$ cat src/rtl/clk_sel_ctrl_if.sv
// Request handshake and status bundle between a clock-select requester and clk_sel_ctrl.
interface clk_sel_ctrl_if;
    logic       req_valid;
    logic       req_sel;
    logic       req_ready;
    logic       sel;
    logic       busy;
    logic       done;
    logic [7:0] sw_cnt;

    modport master (
        output req_valid, req_sel,
        input  req_ready, sel, busy, done, sw_cnt
    );

    modport slave (
        input  req_valid, req_sel,
        output req_ready, sel, busy, done, sw_cnt
    );
endinterface

$ cat src/rtl/clk_sel_ctrl.sv
// Clock-select sequencer: registers a new sel for clk_switch2 and holds it for HOLD_CYC cycles.
//   state | meaning
//   IDLE  | ready for a request; sel stable
//   HOLD  | sel recently changed; hold_cnt counts down the settle window
module clk_sel_ctrl #(
    parameter int unsigned HOLD_CYC = 16,
    parameter logic        RST_SEL  = 1'b0
) (
    input  logic           clk,
    input  logic           rst,
    clk_sel_ctrl_if.slave  bus
);
    typedef enum logic {IDLE = 1'b0, HOLD = 1'b1} state_t;

    localparam logic [15:0] HOLD_LOAD = 16'(HOLD_CYC - 1);

    state_t      state_q, state_d;
    logic [15:0] hold_cnt_q, hold_cnt_d;
    logic        sel_q, sel_d;
    logic        busy_q, busy_d;
    logic        done_q, done_d;
    logic [7:0]  sw_cnt_q, sw_cnt_d;
    logic        req_ready;
    logic        handshake;

    always_ff @(posedge clk) begin
        if (rst) begin
            state_q    <= IDLE;
            hold_cnt_q <= '0;
            sel_q      <= RST_SEL;
            busy_q     <= 1'b0;
            done_q     <= 1'b0;
            sw_cnt_q   <= '0;
        end else begin
            state_q    <= state_d;
            hold_cnt_q <= hold_cnt_d;
            sel_q      <= sel_d;
            busy_q     <= busy_d;
            done_q     <= done_d;
            sw_cnt_q   <= sw_cnt_d;
        end
    end

    assign handshake = bus.req_valid && req_ready;

    always_comb begin
        state_d    = state_q;
        hold_cnt_d = hold_cnt_q;
        sel_d      = sel_q;
        busy_d     = busy_q;
        done_d     = 1'b0;
        sw_cnt_d   = sw_cnt_q;
        unique case (state_q)
            IDLE: begin
                if (handshake) begin
                    if (bus.req_sel != sel_q) begin
                        state_d    = HOLD;
                        hold_cnt_d = HOLD_LOAD;
                        sel_d      = bus.req_sel;
                        busy_d     = 1'b1;
                        sw_cnt_d   = (sw_cnt_q == 8'hFF) ? sw_cnt_q : sw_cnt_q + 8'd1;
                    end else begin
                        done_d = 1'b1;
                    end
                end
            end
            HOLD: begin
                if (hold_cnt_q == 16'd0) begin
                    state_d = IDLE;
                    busy_d  = 1'b0;
                    done_d  = 1'b1;
                end else begin
                    hold_cnt_d = hold_cnt_q - 16'd1;
                end
            end
            default: state_d = IDLE;
        endcase
    end

    // sel leaves the block straight from its flop so the clock switch never sees a glitch
    always_comb begin
        req_ready  = (state_q == IDLE) && !rst;
        bus.req_ready = req_ready;
        bus.sel    = sel_q;
        bus.busy   = busy_q;
        bus.done   = done_q;
        bus.sw_cnt = sw_cnt_q;
    end
endmodule

$ cat src/flat_wrapper.sv
// flat-port wrapper written by rule: the top's interface ports become plain ports
module clk_sel_ctrl_flat 
#(
    parameter int unsigned HOLD_CYC = 16,
    parameter logic        RST_SEL  = 1'b0
)
  (clk, rst, bus_req_valid, bus_req_sel, bus_req_ready, bus_sel, bus_busy, bus_done, bus_sw_cnt);
  clk_sel_ctrl_if bus_i ();
  input  logic clk;
  input  logic rst;
  input wire logic [$bits(bus_i.req_valid)-1:0] bus_req_valid;
  input wire logic [$bits(bus_i.req_sel)-1:0] bus_req_sel;
  output wire logic [$bits(bus_i.req_ready)-1:0] bus_req_ready;
  output wire logic [$bits(bus_i.sel)-1:0] bus_sel;
  output wire logic [$bits(bus_i.busy)-1:0] bus_busy;
  output wire logic [$bits(bus_i.done)-1:0] bus_done;
  output wire logic [$bits(bus_i.sw_cnt)-1:0] bus_sw_cnt;
  assign bus_i.req_valid = bus_req_valid;
  assign bus_i.req_sel = bus_req_sel;
  assign bus_req_ready = bus_i.req_ready;
  assign bus_sel = bus_i.sel;
  assign bus_busy = bus_i.busy;
  assign bus_done = bus_i.done;
  assign bus_sw_cnt = bus_i.sw_cnt;
  clk_sel_ctrl #(.HOLD_CYC(HOLD_CYC), .RST_SEL(RST_SEL)) u_core (.clk(clk), .rst(rst), .bus(bus_i));
endmodule
$ cat config.mk
export PLATFORM = sky130hd
export DESIGN_NAME = clk_sel_ctrl_flat
export DESIGN_NICKNAME = d
export VERILOG_FILES = /design/src/rtl/clk_sel_ctrl_if.sv /design/src/rtl/clk_sel_ctrl.sv /design/src/flat_wrapper.sv
export SDC_FILE = /design/constraint.sdc
export NUM_CORES = 1
export LEC_CHECK = 0
export BUFFER_PORTS_ARGS = -buffer_cell sky130_fd_sc_hd__clkbuf_2
export CORE_UTILIZATION = 39
export CTS_CLUSTER_DIAMETER = 150
export DETAILED_ROUTE_END_ITERATION = 8
export PLACE_DENSITY = 0.68
export SETUP_SLACK_MARGIN = 0.3
export SYNTH_ARGS = -nofsm -noshare
export SYNTH_HDL_FRONTEND = slang
export SYNTH_SLANG_ARGS = --single-unit
$ cat constraint.sdc
create_clock -name clk -period 2.25 [get_ports clk]
set_input_delay 0.1125 -clock clk [delete_from_list [all_inputs] [get_ports clk]]
set_output_delay 0.1125 -clock clk [all_outputs]
set_load 0.01 [all_outputs]
==> run_results.csv, run 1 <==
group,metric,value,unit
placed_design,post-place-ws,0.355,ns
pwr,power.switching,317,uW
clock_tree,clkSlewWorstSetupHoldPaths,0.14,ns
detailed_routing,num_vias,1304,
clock_tree,cts-root-buf,"clkbuf_4",
pwr,p_comb_share,23.7,%
detailed_routing,route.detailed.wl_per_inst,12.9,um
synth,synth_top_area_share,39.4,%
clock_tree,cts_buffers,3,
sta,tightestPinTransition,0.485,ns
final_layout,final_net_count,189,
synth,yosys_most_used_dff,"dfxtp_1",
grt,grt_pass1_wl,5200,um
pwr,p_per_area,621,nW/um^2
synth,yosysWarnings,0,
grt,grt_use_met1,21.9,%
sta,holdWs,0.0286,ns
critical_path,cp-end-kind,"flip-flop",
grt,use_met2,25.8,%
detailed_routing,vias_per_cell,5.74,
floorplan,initial_core_util,41.7,%
pwr,ir_drop,376,uV
floorplan,num_rows,21,
critical_path,critPathMaxFanout,13,
detailed_routing,drtIter0Drc,101,
sta,period_share,81.0,%
critical_path,reg2reg_setup_slack,0.43,ns
pwr,power_leakage,0.572,nW
final_layout,diodes,0,
sta,rsz0062_at_grt,"yes",
grt,grtUsageMet3,4.38,%
synth,yosysUniqueCellTypes,39,
clock_tree,htreeDepth,1,
final_layout,multiInputGateArea,826,um^2
sta,finalWorstSetupSlack,0.428,ns
sta,hold_viol,0,
clock_tree,insertion_delay,0.32,ns
final_layout,area_growth,11.9,%
detailed_routing,dr.pass1.iters,4,
grt,overflow,0,
grt,grt_pass1_vias,1169,
floorplan,die_h,62.4,um
pwr,p_sw_share,32.0,%
sta,fin_crit,1.82,ns
clock_tree,clock_path_buffers,2,
synth,syn_area,1420,um^2
grt,busiest_layer,"met2",
run,cap_violations,0,
clock_tree,clock_sinks,28,
synth,synth-async-reset-ratio,0,%
floorplan,core,3420,um^2
final_layout,instances_no_fill,227,
detailed_routing,drcViolationCount,0,
placed_design,io_buffer_count,15,
synth,synth.avg_cell_area,8.63,um^2
detailed_routing,totalWireLength,2920,um
final_layout,fin_area,1590,um^2
grt,grt_max_degree,15,
pwr,p_int,672,uW
clock_tree,cts_tree,"done",
synth,synthCells,165,
floorplan,fp.dieW,62.4,um
sta,maxSlewHeadroom,67.6,%
run_status,outcome,"complete, no violations",
grt,antenna_found_initial,0,
final_layout,nFillCells,357,
grt,grt_usage,16.2,%
critical_path,path_class,"flip-flop to flip-flop",
sta,setup_violations,0,
floorplan,io-pin-count,16,
pwr,clockPowerShare,20.4,%
sta,finalSetupTns,0,ns
detailed_routing,ant_nets,0,
pwr,seqPwrFrac,55.9,%
synth,synth_top_cell_by_area,"dfxtp_1",
synth,ys_seq_elements,28,
critical_path,critPathRequiredTime,2.51,ns
sta,fmax,549,MHz
placed_design,dp_cells,223,
synth,synth_edf_count,0,
synth,yosysSeqAreaShare,39.4,%
sta,slew_violations,0,
synth,syn_nets,171,
min_path,hold_class,"primary input to flip-flop",
placed_design,gp_congestion,0.835,
sta,fin_worst_skew,0.00570,ns
critical_path,start_kind,"flip-flop",
floorplan,die_area,3900,um^2
placed_design,dp_hpwl,2220,um
final_layout,register_area,563,um^2
final_layout,drive_gt1_share,18.8,%
critical_path,arrival,2.08,ns
synth,netlist_top_cells_area,"dfxtp_1, a21oi_1, o31ai_1",
placed_design,postPlaceCellArea,1550,um^2
-- synthesized netlist by cell type (all sizes together) (4+ instances only) --
cell	instances
nand3	7
a311oi	4
nor4	5
dfxtp	28
o21ai	7
inv	7
or4	11
or3	5
nor2	15
nand2	11
o31ai	10
buf	4
a21oi	20
-- logic make-up (layout without fill, tap and decap cells) --
family          count (synthesis)  count (layout)  synth area share (%)
xor+xnor                        3               3                  1.85
simple gates                   71              71                  30.9
mux                             3               3                  2.20
fa+ha+maj                       2               2                  1.76
compound gates                 46              46                  20.6
flops                          28              28                  39.4
buf+inv                        12              28                  3.34
-- registers in the layout, summed over array words and instances, names as in the netlist --
name and count:
u_core.bus.sw_cnt 8, u_core.hold_cnt_q 16, u_core.bus.busy 1, u_core.state_q 1, u_core.bus.done 1, u_core.bus.sel 1
-- layer usage --
metal / wire, um / share of wire, %
met5: 0 / 0
met4: 23 / 0.79
met3: 106 / 3.6
met2: 1340 / 46
met1: 1460 / 50
-- cells in the final DEF (no fill, tap or decap), types with 2 or more instances in the layout --
master	synthesis	layout
buf_4	0	3
nand4_1	3	3
nor2b_1	3	3
xor2_1	2	2
o21ai_0	7	7
or4_1	10	10
mux2i_1	2	2
dfxtp_2	0	2
nor3_1	2	2
o31ai_1	10	10
dfxtp_1	28	26
inv_1	7	7
nor4_1	4	4
nand2_1	11	11
a311oi_1	4	4
a21oi_1	20	20
clkbuf_4	0	3
nor2_1	15	15
clkbuf_2	0	15
or3_1	4	4
nand3_1	7	7
-- stage by stage --
| step | util [%] | total power, mW |
|---|---|---|
| after floorplan | - | 0.734 |
| after global placement | 45.4 | 0.779 |
| after detailed placement | 45.4 | 0.787 |
| after CTS | 46.0 | 0.989 |
| after global routing | 46.6 | 1.05 |
| final | 46.6 | 0.989 |
-- worst max-delay path, cell delays in order, from the launching register on --
cell     delay (ns)
dfxtp_1        0.43
inv_1          0.06
ha_2           0.19
nor3b_4        0.17
and4_2         0.27
or4_1          0.48
a21oi_1        0.16
-- worst paths after layout --
check                            start              endpoint  depth (start not counted)
setup / recovery  u_core.hold_cnt_q[1]  u_core.hold_cnt_q[6]                          6
hold / removal                     rst       u_core.bus.done                          2
setup reg to reg  u_core.hold_cnt_q[1]  u_core.hold_cnt_q[6]                          6
hold reg to reg        u_core.bus.busy       u_core.bus.busy                          2
-- power by group through the flow --
stage / Sequential [mW] / Combinational, mW / Clock, mW
after global routing: 0.558 / 0.267 / 0.229
after floorplan: 0.556 / 0.178 / 0
final: 0.553 / 0.234 / 0.202
after detailed placement: 0.562 / 0.225 / 0
after CTS: 0.551 / 0.226 / 0.212
after global placement: 0.560 / 0.219 / 0
-- layout make-up --
| type | instances | share of cell area [%] |
|---|---|---|
| timing repair buffer | 18 | 6.13 |
| inverter | 7 | 1.65 |
| sequential | 28 | 35.3 |
| multi-input combinational | 125 | 51.8 |
| tap | 46 | 3.61 |
| clock buffer | 3 | 1.41 |
-- timing repair --
| action | CTS | global route |
|---|---|---|
| gates resized for setup | 0 | 5 |
| endpoints found under the setup margin | 0 | 18 |
| hold buffers | 0 | 0 |
| setup buffers | 0 | 1 |
(Power assumes the default switching activity.)
==> run 2, diff against run 1 <==
==> constraint.sdc (replaced) <==
create_clock -name clk -period 1.76 [get_ports clk]
set_input_delay 0.088 -clock clk [delete_from_list [all_inputs] [get_ports clk]]
set_output_delay 0.088 -clock clk [all_outputs]
set_load 0.01 [all_outputs]
==> run_results.csv, run 2 (synthesis gave the netlist of run 1 again) <==
group,metric,value,unit
clock_tree,clock_sinks,28,
critical_path,critPathRequiredTime,2.03,ns
critical_path,cp_top_family,"simple AND/OR/NAND/NOR gates",
detailed_routing,dr.pass1.iters,6,
grt,busiest_layer,"met2",
sta,finalSetupTns,-0.120,ns
sta,fin_crit,1.82,ns
clock_tree,cts_tree,"done",
sta,maxSlewHeadroom,68.4,%
grt,grt_pass1_wl,5700,um
final_layout,layout_common_cells,"buf_4, a21oi_1, clkbuf_2",
sta,tightestPinTransition,0.473,ns
pwr,ir_drop,391,uV
pwr,power_leakage,0.758,nW
pwr,seqPwrFrac,44.3,%
clock_tree,insertion_delay,0.33,ns
pwr,p_int,1.07,mW
pwr,p_sw_share,33.3,%
critical_path,path_class,"flip-flop to flip-flop",
floorplan,io-pin-count,16,
final_layout,fin_area,2050,um^2
critical_path,cp-end-kind,"flip-flop",
final_layout,diodes,0,
pwr,power,1.60,mW
detailed_routing,route.detailed.wl_per_inst,15.8,um
pwr,p_per_area,780,nW/um^2
grt,overflow,0,
critical_path,cp_slowest_cell,"or4_1",
run_status,outcome,"finished, violations left",
grt,grt_max_degree,18,
placed_design,postPlaceCellArea,1630,um^2
clock_tree,hold_buffers,0,
min_path,min_from,"bus_req_sel",
final_layout,largest_reg_flops,16,
min_path,whs_endpoint,"u_core.bus.sel",
pwr,clockPowerShare,19.6,%
floorplan,die_area,3900,um^2
detailed_routing,ant_nets,0,
clock_tree,cts_buffers,3,
critical_path,critPathMaxFanout,6,
detailed_routing,num_vias,1479,
critical_path,reg2reg_depth,6,
placed_design,dp_hpwl,2260,um
sta,fin_worst_skew,0.00242,ns
critical_path,cp_slowest_stage_delay,0.45,ns
sta,slew_violations,0,
critical_path,cp_cell_sequence,"inv_2 > ha_4 > nor3b_4 > nand4_1 > or4_1 > a21oi_1",
floorplan,initial_core_util,41.7,%
grt,grt_use_met1,23.3,%
clock_tree,htreeDepth,1,
final_layout,nFillCells,291,
detailed_routing,totalWireLength,4000,um
final_layout,area_growth,44.2,%
sta,rsz0062_at_grt,"yes",
min_path,holdPathStages,3,
placed_design,io_buffer_count,15,
detailed_routing,vias_per_cell,5.85,
sta,hold_viol,0,
sta,fmax,549,MHz
detailed_routing,drcViolationCount,0,
sta,finalWorstSetupSlack,-0.0611,ns
floorplan,fp.dieW,62.4,um
grt,grtUsageMet3,3.10,%
final_layout,final_common_cell,"buf_4",
grt,grt_usage,17.9,%
final_layout,final_net_count,214,
floorplan,core,3420,um^2
critical_path,start_kind,"flip-flop",
critical_path,path_buf_inv,1,
sta,setup_violations,2,
grt,antenna_found_initial,0,
clock_tree,cts-root-buf,"clkbuf_4",
clock_tree,clock_path_buffers,2,
clock_tree,clkSlewWorstSetupHoldPaths,0.15,ns
floorplan,num_rows,21,
pwr,power.switching,533,uW
run,cap_violations,0,
run_status,violations,"negative setup slack",
grt,use_met2,29.9,%
floorplan,die_h,62.4,um
grt,grt_pass1_vias,1254,
min_path,hold_class,"primary input to flip-flop",
pwr,p_comb_share,36.1,%
detailed_routing,drtIter0Drc,85,
critical_path,r2r-start,"u_core.hold_cnt_q[1]",
sta,period_share,103,%
final_layout,utilization,60.1,%
critical_path,r2r-end,"u_core.hold_cnt_q[12]",
critical_path,reg2reg_setup_slack,-0.06,ns
placed_design,gp_congestion,0.813,
final_layout,drive_gt1_share,50.7,%
critical_path,arrival,2.09,ns
final_layout,top_register,"u_core.hold_cnt_q",
[run 2: changes by cell type in the layout (fill, tap and decap cells not counted), moves of 4 or more]
cell and change:
o31ai_1 -5, dfxtp_1 -13, dfxtp_2 +7, buf_6 +6, o31ai_2 +5, a21oi_1 -5
nand2_2 +5, nor4_1 -4, dfxtp_4 +6, nand2_1 -5, buf_4 +19, a21oi_2 +4
[run 2: repair_timing]
item                                    in CTS  in global routing
pin swaps                                   23                 16
gates resized for setup                     37                 29
endpoints found under the setup margin      27                 27
buffers inserted                            12                  8
[run 2: worst max-delay path by stage]
stage	start	end	slack, ns	cells past startpoint
4_1_cts	u_core.hold_cnt_q[1]	u_core.hold_cnt_q[12]	0.04	6
5_1_grt	u_core.hold_cnt_q[1]	u_core.hold_cnt_q[14]	-0.13	6
2_1_floorplan	u_core.hold_cnt_q[1]	u_core.hold_cnt_q[9]	0.18	7
3_3_place_gp	u_core.hold_cnt_q[0]	u_core.hold_cnt_q[12]	0.09	6
6_report	u_core.hold_cnt_q[1]	u_core.hold_cnt_q[12]	-0.06	6
3_5_place_dp	u_core.hold_cnt_q[11]	u_core.hold_cnt_q[15]	0.07	4
[run 2: final cells by class]
cell class,instances,area (um^2),share of cell area [%]
Multi-Input combinational cell,125,1030,50.2
Sequential cell,28,594,28.9
Timing Repair Buffer,43,308,15.0
Tap cell,46,57.6,2.80
Clock buffer,4,36.3,1.77
Inverter,7,26.3,1.28
[run 2: routing by layer]
metal	part of all wire [%]	wire (um)
met5	0	0
met3	2.7	107
met4	2.0	80
met1	45	1780
met2	51	2020
[run 2: stage by stage]
stage	setup WS (ns)	std cells	hold WS (ns)
after floorplan	0.179	165	0.235
after global placement	0.0865	229	0.404
after detailed placement	0.0708	229	0.421
after CTS	0.0450	245	0.121
after global routing	-0.128	253	0.169
final	-0.0611	253	0.166
[run 2: worst min-delay path, delay by kind of cell]
family                 cells  cell delay, ns
AND/OR/NAND/NOR            1            0.09
multiplexers               1            0.11
buffers and inverters      1            0.18
[run 2: power by group through the flow]
stage	Combinational, mW	Sequential (mW)	Clock (mW)
2_1_floorplan	0.258	0.716	0
3_3_place_gp	0.314	0.718	0
3_5_place_dp	0.323	0.719	0
4_1_cts	0.495	0.708	0.318
5_1_grt	0.620	0.713	0.350
6_report	0.579	0.709	0.314
